--- src/rtl/fpu_pkg.sv ---
// fpu_pkg: shared FPU encodings -- rounding modes, exponent limits,
// IEEE-754 constants and fflags bit positions.
package fpu_pkg;

  typedef enum logic [2:0] {
    RM_RNE = 3'b000,
    RM_RTZ = 3'b001,
    RM_RDN = 3'b010,
    RM_RUP = 3'b011,
    RM_RMM = 3'b100
  } rm_e;

  typedef enum logic [1:0] {
    SPC_NONE = 2'b00,
    SPC_INF  = 2'b01,
    SPC_QNAN = 2'b10
  } special_e;

  localparam int unsigned BIAS    = 127;
  localparam int unsigned EXP_MAX = 255;

  localparam logic [31:0] CANON_NAN  = 32'h7FC0_0000;
  localparam logic [31:0] POS_INF    = 32'h7F80_0000;
  localparam logic [30:0] MAX_FINITE = 31'h7F7F_FFFF;

  // fflags = {NV, DZ, OF, UF, NX}
  localparam int unsigned FF_NX = 0;
  localparam int unsigned FF_UF = 1;
  localparam int unsigned FF_OF = 2;
  localparam int unsigned FF_DZ = 3;
  localparam int unsigned FF_NV = 4;

endpackage

--- src/rtl/fpu_round_inc.sv ---
// fpu_round_inc: combinational round-up decision from the rounding mode,
// result sign and the lsb/guard/round/sticky bits. Shared with the
// conversion unit.
module fpu_round_inc
  import fpu_pkg::*;
(
  input  logic [2:0] rm,
  input  logic       sign,
  input  logic       lsb,
  input  logic       g,
  input  logic       r,
  input  logic       s,
  output logic       inc
);

  logic inexact;

  // Select the increment rule; reserved mode codes fall back to RNE
  always_comb begin
    inexact = g | r | s;
    inc     = 1'b0;
    case (rm_e'(rm))
      RM_RTZ:  inc = 1'b0;
      RM_RDN:  inc = sign & inexact;
      RM_RUP:  inc = !sign & inexact;
      RM_RMM:  inc = g;
      default: inc = g & (r | s | lsb);
    endcase
  end

endmodule

--- src/rtl/fpu_norm_round.sv ---
// fpu_norm_round: normalizes the unrounded single-precision result using the
// leading-one position, aligns subnormals, rounds per rm and produces the
// IEEE-754 word with fflags through a 2-stage valid/ready pipeline.
// Optional: define FPU_NR_SPECIALS_EN to pass inf/qNaN through in_special.
module fpu_norm_round
  import fpu_pkg::*;
#(
  parameter int unsigned EXP_W  = 10,
  parameter int unsigned MANT_W = 28
) (
  input  logic              clk,
  input  logic              rstn,
  input  logic              in_valid,
  output logic              in_ready,
  input  logic              in_sign,
  input  logic [EXP_W-1:0]  in_exp,
  input  logic [MANT_W-1:0] in_mant,
  input  logic [4:0]        in_lead,
  input  logic [2:0]        in_rm,
  input  logic [1:0]        in_special,
  output logic              out_valid,
  input  logic              out_ready,
  output logic [31:0]       out_result,
  output logic [4:0]        out_fflags
);

  // One extra bit so exponent adjustments never wrap
  localparam int unsigned EW = EXP_W + 1;

  logic s1_valid, s2_valid, s1_adv, s2_adv;

  assign s2_adv    = !s2_valid || out_ready;
  assign s1_adv    = !s1_valid || s2_adv;
  assign in_ready  = s1_adv;
  assign out_valid = s2_valid;

  // ---------------- stage 1: normalize / subnormal align ----------------
  logic [EW-1:0]     e_in, e_norm, e_align, rshift;
  logic [MANT_W-1:0] m_norm, m_align, lost_mask;
  logic [4:0]        lshift, rsh_sat;
  logic              tiny_n;

  // Put the leading one at bit 26, then denormalize if the exponent underflows
  always_comb begin
    e_in   = {in_exp[EXP_W-1], in_exp};
    m_norm = in_mant;
    e_norm = e_in;
    lshift = '0;
    if (in_lead == 5'd27) begin
      m_norm = {1'b0, in_mant[MANT_W-1:2], |in_mant[1:0]};
      e_norm = e_in + EW'(1);
    end else if (in_lead < 5'd26) begin
      lshift = 5'd26 - in_lead;
      m_norm = in_mant << lshift;
      e_norm = e_in - EW'(lshift);
    end
    tiny_n    = e_norm[EW-1] || (e_norm == '0);
    rshift    = EW'(1) - e_norm;
    // Shifts of 27 or more leave only sticky information
    rsh_sat   = ((rshift[EW-1:5] != '0) || (rshift[4:0] > 5'd27)) ? 5'd27 : rshift[4:0];
    lost_mask = ~({MANT_W{1'b1}} << rsh_sat);
    m_align   = m_norm;
    e_align   = e_norm;
    if (tiny_n) begin
      m_align = (m_norm >> rsh_sat) | MANT_W'(|(m_norm & lost_mask));
      e_align = '0;
    end
  end

  logic              s1_sign, s1_tiny, s1_zero;
  logic [EW-1:0]     s1_exp;
  logic [MANT_W-1:0] s1_mant;
  logic [2:0]        s1_rm;

  // Stage 1 register: capture the aligned operand when stage 1 can advance
  always_ff @(posedge clk or negedge rstn) begin
    if (!rstn) begin
      s1_valid <= 1'b0;
      s1_sign  <= 1'b0;
      s1_tiny  <= 1'b0;
      s1_zero  <= 1'b0;
      s1_exp   <= '0;
      s1_mant  <= '0;
      s1_rm    <= '0;
    end else if (s1_adv) begin
      s1_valid <= in_valid;
      if (in_valid) begin
        s1_sign <= in_sign;
        s1_tiny <= tiny_n;
        s1_zero <= (in_mant == '0);
        s1_exp  <= e_align;
        s1_mant <= m_align;
        s1_rm   <= in_rm;
      end
    end
  end

`ifdef FPU_NR_SPECIALS_EN
  logic [1:0] s1_special;

  // Special-value tag travels alongside the operand
  always_ff @(posedge clk or negedge rstn) begin
    if (!rstn) begin
      s1_special <= '0;
    end else if (s1_adv && in_valid) begin
      s1_special <= in_special;
    end
  end
`endif

  // ---------------- stage 2: round and pack ----------------
  logic          inc, inexact, ovf, to_inf;
  logic [24:0]   sum;
  logic [EW-1:0] exp_r;
  logic [22:0]   frac;
  logic [31:0]   res_n;
  logic [4:0]    fl_n;

  fpu_round_inc u_round_inc (
    .rm   (s1_rm),
    .sign (s1_sign),
    .lsb  (s1_mant[3]),
    .g    (s1_mant[2]),
    .r    (s1_mant[1]),
    .s    (s1_mant[0]),
    .inc  (inc)
  );

  // Apply the increment, resolve carry/overflow and assemble result and flags
  always_comb begin
    inexact = |s1_mant[2:0];
    sum     = {1'b0, s1_mant[26:3]} + 25'(inc);
    exp_r   = s1_exp;
    frac    = sum[22:0];
    if (s1_tiny) begin
      // A carry into bit 23 turns the subnormal into the minimum normal
      exp_r = EW'(sum[23]);
    end else if (sum[24]) begin
      exp_r = s1_exp + EW'(1);
      frac  = sum[23:1];
    end
    ovf    = !s1_tiny && (exp_r >= EW'(EXP_MAX));
    to_inf = 1'b1;
    case (rm_e'(s1_rm))
      RM_RTZ:  to_inf = 1'b0;
      RM_RDN:  to_inf = s1_sign;
      RM_RUP:  to_inf = !s1_sign;
      default: to_inf = 1'b1;
    endcase
    res_n        = {s1_sign, exp_r[7:0], frac};
    fl_n         = '0;
    fl_n[FF_NV]  = 1'b0;
    fl_n[FF_DZ]  = 1'b0;
    fl_n[FF_OF]  = ovf;
    fl_n[FF_UF]  = s1_tiny & inexact;
    fl_n[FF_NX]  = inexact | ovf;
    if (ovf) begin
      res_n = {s1_sign, to_inf ? POS_INF[30:0] : MAX_FINITE};
    end
    if (s1_zero) begin
      res_n = {s1_sign, 31'b0};
      fl_n  = '0;
    end
`ifdef FPU_NR_SPECIALS_EN
    if (special_e'(s1_special) == SPC_INF) begin
      res_n = {s1_sign, POS_INF[30:0]};
      fl_n  = '0;
    end else if (special_e'(s1_special) == SPC_QNAN) begin
      res_n = CANON_NAN;
      fl_n  = '0;
    end
`endif
  end

  // Stage 2 register: output holds until the consumer accepts it
  always_ff @(posedge clk or negedge rstn) begin
    if (!rstn) begin
      s2_valid   <= 1'b0;
      out_result <= '0;
      out_fflags <= '0;
    end else if (s2_adv) begin
      s2_valid <= s1_valid;
      if (s1_valid) begin
        out_result <= res_n;
        out_fflags <= fl_n;
      end
    end
  end

  logic unused_bits;
`ifdef FPU_NR_SPECIALS_EN
  assign unused_bits = s1_mant[MANT_W-1];
`else
  assign unused_bits = s1_mant[MANT_W-1] ^ (^in_special);
`endif

endmodule

--- config.mk ---
export PLATFORM = sky130hd
export DESIGN_NAME = fpu_norm_round
export DESIGN_NICKNAME = d
export VERILOG_FILES = /design/src/rtl/fpu_pkg.sv /design/src/rtl/fpu_round_inc.sv /design/src/rtl/fpu_norm_round.sv
export SDC_FILE = /design/constraint.sdc
export NUM_CORES = 1
export LEC_CHECK = 0
export BUFFER_PORTS_ARGS = -buffer_cell sky130_fd_sc_hd__buf_2
export CAP_MARGIN = 20
export CORE_ASPECT_RATIO = 2
export CORE_MARGIN = 2
export CORE_UTILIZATION = 30
export CTS_BUF_LIST = sky130_fd_sc_hd__clkbuf_4 sky130_fd_sc_hd__clkbuf_8
export DETAILED_ROUTE_END_ITERATION = 10
export SYNTH_ARGS = -nofsm -noshare
export SYNTH_HDL_FRONTEND = slang
export SYNTH_SLANG_ARGS = --single-unit
--- constraint.sdc ---
create_clock -name clk -period 8.3 [get_ports clk]
set_clock_uncertainty 0.15 [all_clocks]
set_input_delay 0.415 -clock clk [delete_from_list [all_inputs] [get_ports clk]]
set_output_delay 0.415 -clock clk [all_outputs]
set_load 0.1 [all_outputs]
## Word level (Yosys, flattened, before mapping)

Cells that the tools add are included.
Widths: inputs -> output; s select.

| storage, ports and cells | value |
|---|---|
| register bits after elaboration | 83 |
| latch bits | 0 |
| memories kept | 0 |
| bits in writable memories | 0 |
| ROM bits | 0 |
| input bits | 53 |
| output and inout port bits | 39 |

| operators by class | value |
|---|---|
| reductions and logical operators | 17 |
| shifts and indexed selects | 3 |
| div/mod/pow operators | 0 |
| eq/ne operators | 5 |
| bitwise operators | 12 |
| add/subtract/negate cells | 6 |
| order comparisons | 3 |
| multiplexer cells | 17 |
| $mul | 0 |

Operator list:

| operator | number |
|---|---|
| $mux 31 | 2 |
| $mux 28 | 2 |
| $mux 11 | 5 |
| $mux 23 | 2 |
| $and 28x28->28 | 1 |
| $logic_not 28->1 | 1 |
| $not 28->28 | 1 |
| $reduce_or 28->1 | 1 |
| $shl 28x5->28 | 1 |
| $shl 28x5->28 const A | 1 |
| $shr 28x5->27 | 1 |
| $mux 27 | 1 |
| $or 27x1->27 | 1 |
| $add 24x1->25 | 1 |
| $mux 24 | 1 |
| $add 10x2->11 const B | 1 |
| $add 11x1->11 const B | 1 |
| $ge 11x8->1 const B | 1 |
| $logic_not 11->1 | 1 |
| $sub 1x11->11 const A | 1 |
| $sub 10x6->11 | 1 |
| $eq 3x2->1 const B | 2 |
| $reduce_bool 6->1 | 1 |
| $eq 5x5->1 const B | 1 |
| 17 further kinds | 31 |

## Longest topological paths before layout

| logic depth | value |
|---|---|
| depth after elaboration | 14 |
| depth in mapped cells | 25 |

## By module

A second synthesis with hierarchy kept.

| second synthesis, totals | value |
|---|---|
| cell total of the unflattened synthesis | 1,205 |
| area total of the unflattened synthesis | 9,361.5 sq um |

By module, submodules not included:

| module | sequential area each (sq um) | instances | area an instance (sq um) | cells each |
|---|---|---|---|---|
| fpu_norm_round | 2,026.9 | 1 | 9,291.4 | 1,195 |
| fpu_round_inc | 0.0 | 1 | 70.1 | 10 |

## Worst setup path after synthesis

No wires, ideal clock.

| timing path | value |
|---|---|
| path kind | input to register |
| from | in in_lead[0] |
| to | reg s1_mant[0] |
| arrival time | 5,240 ps |
| buffers on the path | 7 |
| stages | 24 |
| setup slack | 2,779 ps |
| setup time | 131 ps |
| cells stage by stage | clkbuf_1 -> buf_2 -> inv_1 -> ha_1 -> clkbuf_1 -> buf_2 -> buf_2 -> inv_1 -> ha_1 -> nand2_1 -> o21ai_0 -> xor2_1 -> a211oi_2 -> o221ai_2 -> a211o_1 -> o211a_1 -> buf_6 -> buf_6 -> nand2_2 -> nor3_1 -> a2111oi_0 -> nand4b_1 -> nor4_1 -> a21oi_1 |

| on the way | value |
|---|---|
| cells in the longest elaborated chain, start to end | 14 |

RTL lines:

| item | line | RTL |
|---|---|---|
| from (decl) | fpu_norm_round.sv:18 | `input logic [4:0] in_lead,` |
| $sub 5x5->5 | fpu_norm_round.sv:53 | `lshift = 5'd26 - in_lead;` |
| $sub 10x6->11 | fpu_norm_round.sv:55 | `e_norm = e_in - EW'(lshift);` |
| $mux 11 | fpu_norm_round.sv:52 | `end else if (in_lead < 5'd26) begin` |
| $mux 11 | fpu_norm_round.sv:49 | `if (in_lead == 5'd27) begin` |
| $sub 1x11->11 | fpu_norm_round.sv:58 | `rshift = EW'(1) - e_norm;` |
| $gt 5x5->1 / $reduce_bool 6->1 (equally long branches) | fpu_norm_round.sv:60 | `rsh_sat = ((rshift[EW-1:5] != '0) \|\| (rshift[4:0] > 5'd27)) ? 5'd27 : rshift[4:0];` |
| $logic_or 1x1->1 | fpu_norm_round.sv:60 |  |
| $mux 5 | fpu_norm_round.sv:60 |  |
| $shl 28x5->28 | fpu_norm_round.sv:61 | `lost_mask = ~({MANT_W{1'b1}} << rsh_sat);` |
| $not 28->28 | fpu_norm_round.sv:61 |  |
| $and 28x28->28 | fpu_norm_round.sv:65 | `m_align = (m_norm >> rsh_sat) \| MANT_W'(\|(m_norm & lost_mask));` |
| $reduce_or 28->1 | fpu_norm_round.sv:65 |  |
| $or 27x1->27 | fpu_norm_round.sv:65 |  |
| $mux 27 * | fpu_norm_round.sv:64 | `if (tiny_n) begin` |
| to (signal assigned) | fpu_norm_round.sv:92 | `s1_mant <= m_align;` |
| to (decl) | fpu_norm_round.sv:72 | `logic [MANT_W-1:0] s1_mant;` |

Every way passes the cells marked *; elsewhere a longest branch is shown, timed or not.
A chain may end at the register's enable or synchronous reset.

## Worst setup path after layout

| timing path | value |
|---|---|
| from | in in_lead[0] |
| to | reg s1_mant[9] |

| on the way | value |
|---|---|
| cells in the longest elaborated chain, start to end | 11 |

RTL lines:

| item | line |
|---|---|
| $sub 5x5->5 | fpu_norm_round.sv:53 |
| $sub 10x6->11 | fpu_norm_round.sv:55 |
| $mux 11 | fpu_norm_round.sv:52 |
| $mux 11 | fpu_norm_round.sv:49 |
| $sub 1x11->11 | fpu_norm_round.sv:58 |
| $gt 5x5->1 / $reduce_bool 6->1 (equally long branches) | fpu_norm_round.sv:60 |
| $logic_or 1x1->1 | fpu_norm_round.sv:60 |
| $mux 5 | fpu_norm_round.sv:60 |
| $shr 28x5->27 | fpu_norm_round.sv:65 |
| $or 27x1->27 | fpu_norm_round.sv:65 |
| $mux 27 * | fpu_norm_round.sv:64 |

Marked as above.

==> impl_results.md <==
* Number of H-tree levels at 3
* Slew at the pin with the worst max-slew slack at roughly 1.1 ns
* Delay of the slowest critical-path stage at 0.98 ns
* Cell breakdown of the critical path: buf_2 -> inv_1 -> ha_2 -> fa_1 -> o311ai_2 -> buf_4 -> inv_2 -> ha_1 -> a311oi_2 -> o2bb2a_4 -> a211oi_4 -> buf_4 -> a211oi_1 -> o21ai_0 -> o21ai_0 -> a221oi_1 -> a21oi_1
* Family with the most delay on the worst path: compound AO/OA/AOI/OAI gates
* NumNets Final at 1300
* Overall die area at 32400 um^2
* Fraction of final layout cells with drive strength greater than 1 at 0.173
* Total via count in the routed design at 10000
* Number of max-slew violations in the final report at 0
* Number of inserted diodes at 0
* Largest fanout on the critical path at 34
* Overall track demand over capacity in global routing at 0.211
* DRC viols at 0
* Most common cell after layout, fill and taps aside: sky130_fd_sc_hd__nand2_1
* Register bit total from synthesis at 81
* Startpoint type of the worst setup path: input pin
* Register area share after synthesis at 0.219
* Reg-to-reg critical path endpoint: out_result[8]
* Num Clock Sinks at a little over 80
* Final TNS setup at 0 ns
* Synth warnings at 0
* Estimated wirelength of the detail-placed design at around 25000 um
* Number of clock buffers inserted by TritonCTS at 9
* Beginning of the worst register-to-register path: s1_rm[0]
* Initial antenna violation count at 0
* Synthesized area per cell at 7.76 um^2
* Length in cells of the worst reg-to-reg path at 20
* Final worst-path cycle share at 0.741
* Number of buffers and inverters on the critical path at 5
* First-pass iteration count of the detailed router at 8
* Post-synth design cell area at just over 9000 um^2
* Total placed cells including tap cells at 1592
* Post-synth ARST share at 1.00
* Port bufs at 87
* Count of flip-flops with a built-in enable after synthesis at 0
* Largest net degree at the start of global routing at 82
* Status: finished clean
* Slowest cell on crit path: sky130_fd_sc_hd__ha_2
* Distinct cells, synth at 98
* Worst-case vdd ir drop at 110 uV
* Clk pin slew, worst setup/hold paths at ~0.08 ns
* Lkg Pwr at roughly 4.0 nW
* Utilization of the core after routing at 0.332
* Final routed wire length divided by cell count at approximately 21 um
* Slew Limit Headroom at 0.271
* Final ANT Viol Nets at 0
* Upper clock frequency limit at around 160 MHz
* Ratio of routed vias to standard cells at between 6 and 7
* Final GP Congestion at between 0.9 and 1
* Ratio of total power to cell area at around 210 nW/um^2
* Mapped Cells at 1192
* Die height at around 250 um
* Cell depth of the worst setup path at 17
* Drt initial violations at between 1000 and 1500
* Setup slack of the most critical reg-to-reg path at 3.03 ns
* Hold depth at 3
* Capture point of the critical path: s1_mant[9]
* Filler cells at 3300
* Setup bufs post-CTS at 0
* Post-route insts no fill at 1608
* Period minus WS final at roughly 6.1 ns
* Number of global-route vias before repair at ~9700
* Worst setup path class: in2reg
* Data arrival at the endpoint of the critical path at 6.25 ns
* Placeable core region at around 31000 um^2
* Row Count at about 90
* Die boundary width at about 130 um
* Required time of the critical path at approximately 8.4 ns
* Sum of routed wire length over all layers at approximately 34000 um
* Effective utilization at floorplan at 0.302
* CTS tree: done
* CTS max path bufs at 2
* Gr ovfl total at 0
* Commonest cells after routing, fill and taps aside: sky130_fd_sc_hd__nand2_1 (141), sky130_fd_sc_hd__nor2_1 (129), sky130_fd_sc_hd__o21ai_0 (87), sky130_fd_sc_hd__buf_2 (86), sky130_fd_sc_hd__a21oi_1 (84)
* Kind of end point of the critical path: register
* I/O pins at 92
* Clock latency of the later-clocked register in the worst-skew pair at around 0.38 ns
* Layout overhead on the synthesized area at 9.98%
* Predominant post-synthesis flop cell: sky130_fd_sc_hd__dfrtp_1
* Origin of the worst setup path: in_lead[0]
* Class of the tightest hold or removal check: in2reg
* Number of max-cap violations at 0
* Setup repair after global routing missed its margin: no
* Clk root buf: sky130_fd_sc_hd__clkbuf_8
* Final number of setup-violating endpoints at 0
* First-pass GRT wire length at ~54000 um
* Final hold vios at 0
-- synth_stat cells (all sizes together), types with 7 or more instances --
library cell  number  area share
buf               32       0.022
a22o              36       0.034
nor3              34       0.019
ha                13       0.018
o221ai             9      0.0092
mux2              14       0.017
xor2              26       0.026
xnor2             22       0.021
o211ai            19       0.016
mux2i             25       0.027
nand3             40       0.022
a221o              7      0.0076
o22ai              9      0.0061
inv               17      0.0069
clkbuf            57       0.023
o31ai             13       0.011
or3                9      0.0061
nor2             133       0.056
a21oi             86       0.047
nand2b             9      0.0061
nor4              17       0.011
a221oi             8      0.0082
a21o               7      0.0057
and3              19       0.013
nand4             23       0.016
nand2            142       0.058
mux4              26       0.063
o21ai             95       0.052
a211oi            28       0.028
dfrtp             81        0.22
a31oi             15       0.012
and2              10      0.0068
o21a              11      0.0089
nand3b             8      0.0065
-- where the power goes --
part           switching (mW)  internal [mW]
combinational           0.990          0.361
clock                   0.138          0.119
sequential             0.0713          0.477
-- per-stage QoR --
step	worst slack, ns	power (mW)	instance area (um^2)	hold WS, ns
2_1_floorplan	2.78	1.55	9260	-0.0306
3_3_place_gp	1.85	1.89	9980	0.306
3_5_place_dp	1.81	1.89	9980	0.311
4_1_cts	2.21	2.15	10100	0.0691
5_1_grt	1.73	2.28	10200	0.0798
6_report	2.15	2.16	10200	0.0890
-- repair_timing --
| action | CTS | global route |
|---|---|---|
| hold buffers | 0 | 1 |
| hold endpoints to repair | 0 | 10 |
| resized for setup | 0 | 0 |
-- worst min-delay path: cells and delay by family --
kind                   cells  cell delay, ns
buffers and inverters      1            0.08
and+or+nand+nor            2            0.08
-- layer usage --
metal  vias up  wire, um  track usage
met4         0      1340       0.0807
met3       115      2500       0.0328
li1       4597         -            -
met5         -         0            0
met1      4808     13600        0.268
met2       504     16900        0.356
-- flip-flops by register name, indices dropped and copies added, names as in the netlist --
signal / count
s1_sign: 1
s1_rm: 3
out_result: 32
s1_zero: 1
s1_mant: 27
s1_tiny: 1
out_fflags: 3
out_valid: 1
s1_exp: 11
s1_valid: 1
-- worst min path at each step --
stage                              start             end  slack, ns
after floorplan                     rstn   out_fflags[0]      -0.03
after global placement    out_result[28]  out_result[28]       0.31
after detailed placement  out_result[30]  out_result[30]       0.31
after CTS                        in_sign         s1_sign       0.07
after global routing             in_sign         s1_sign       0.08
final                            in_sign         s1_sign       0.09
-- logic make-up after synthesis --
family	Yosys count	synth area share
buf+inv	108	0.0529
fa+ha+maj	14	0.0197
flops	81	0.219
compound gates	408	0.313
simple gates	467	0.241
other cells	1	0.000405
mux	65	0.107
xor+xnor	48	0.0471
-- cell type report --
cell class                      count  area, um^2  area share
Multi-Input combinational cell   1004        6760       0.664
Clock inverter                      1        5.00    0.000492
Sequential cell                    81        2030       0.199
Inverter                           19        71.3     0.00701
Timing Repair Buffer              118         693      0.0681
Clock buffer                       13         154      0.0151
Tap cell                          372         465      0.0457
(Power assumes the default switching activity.)
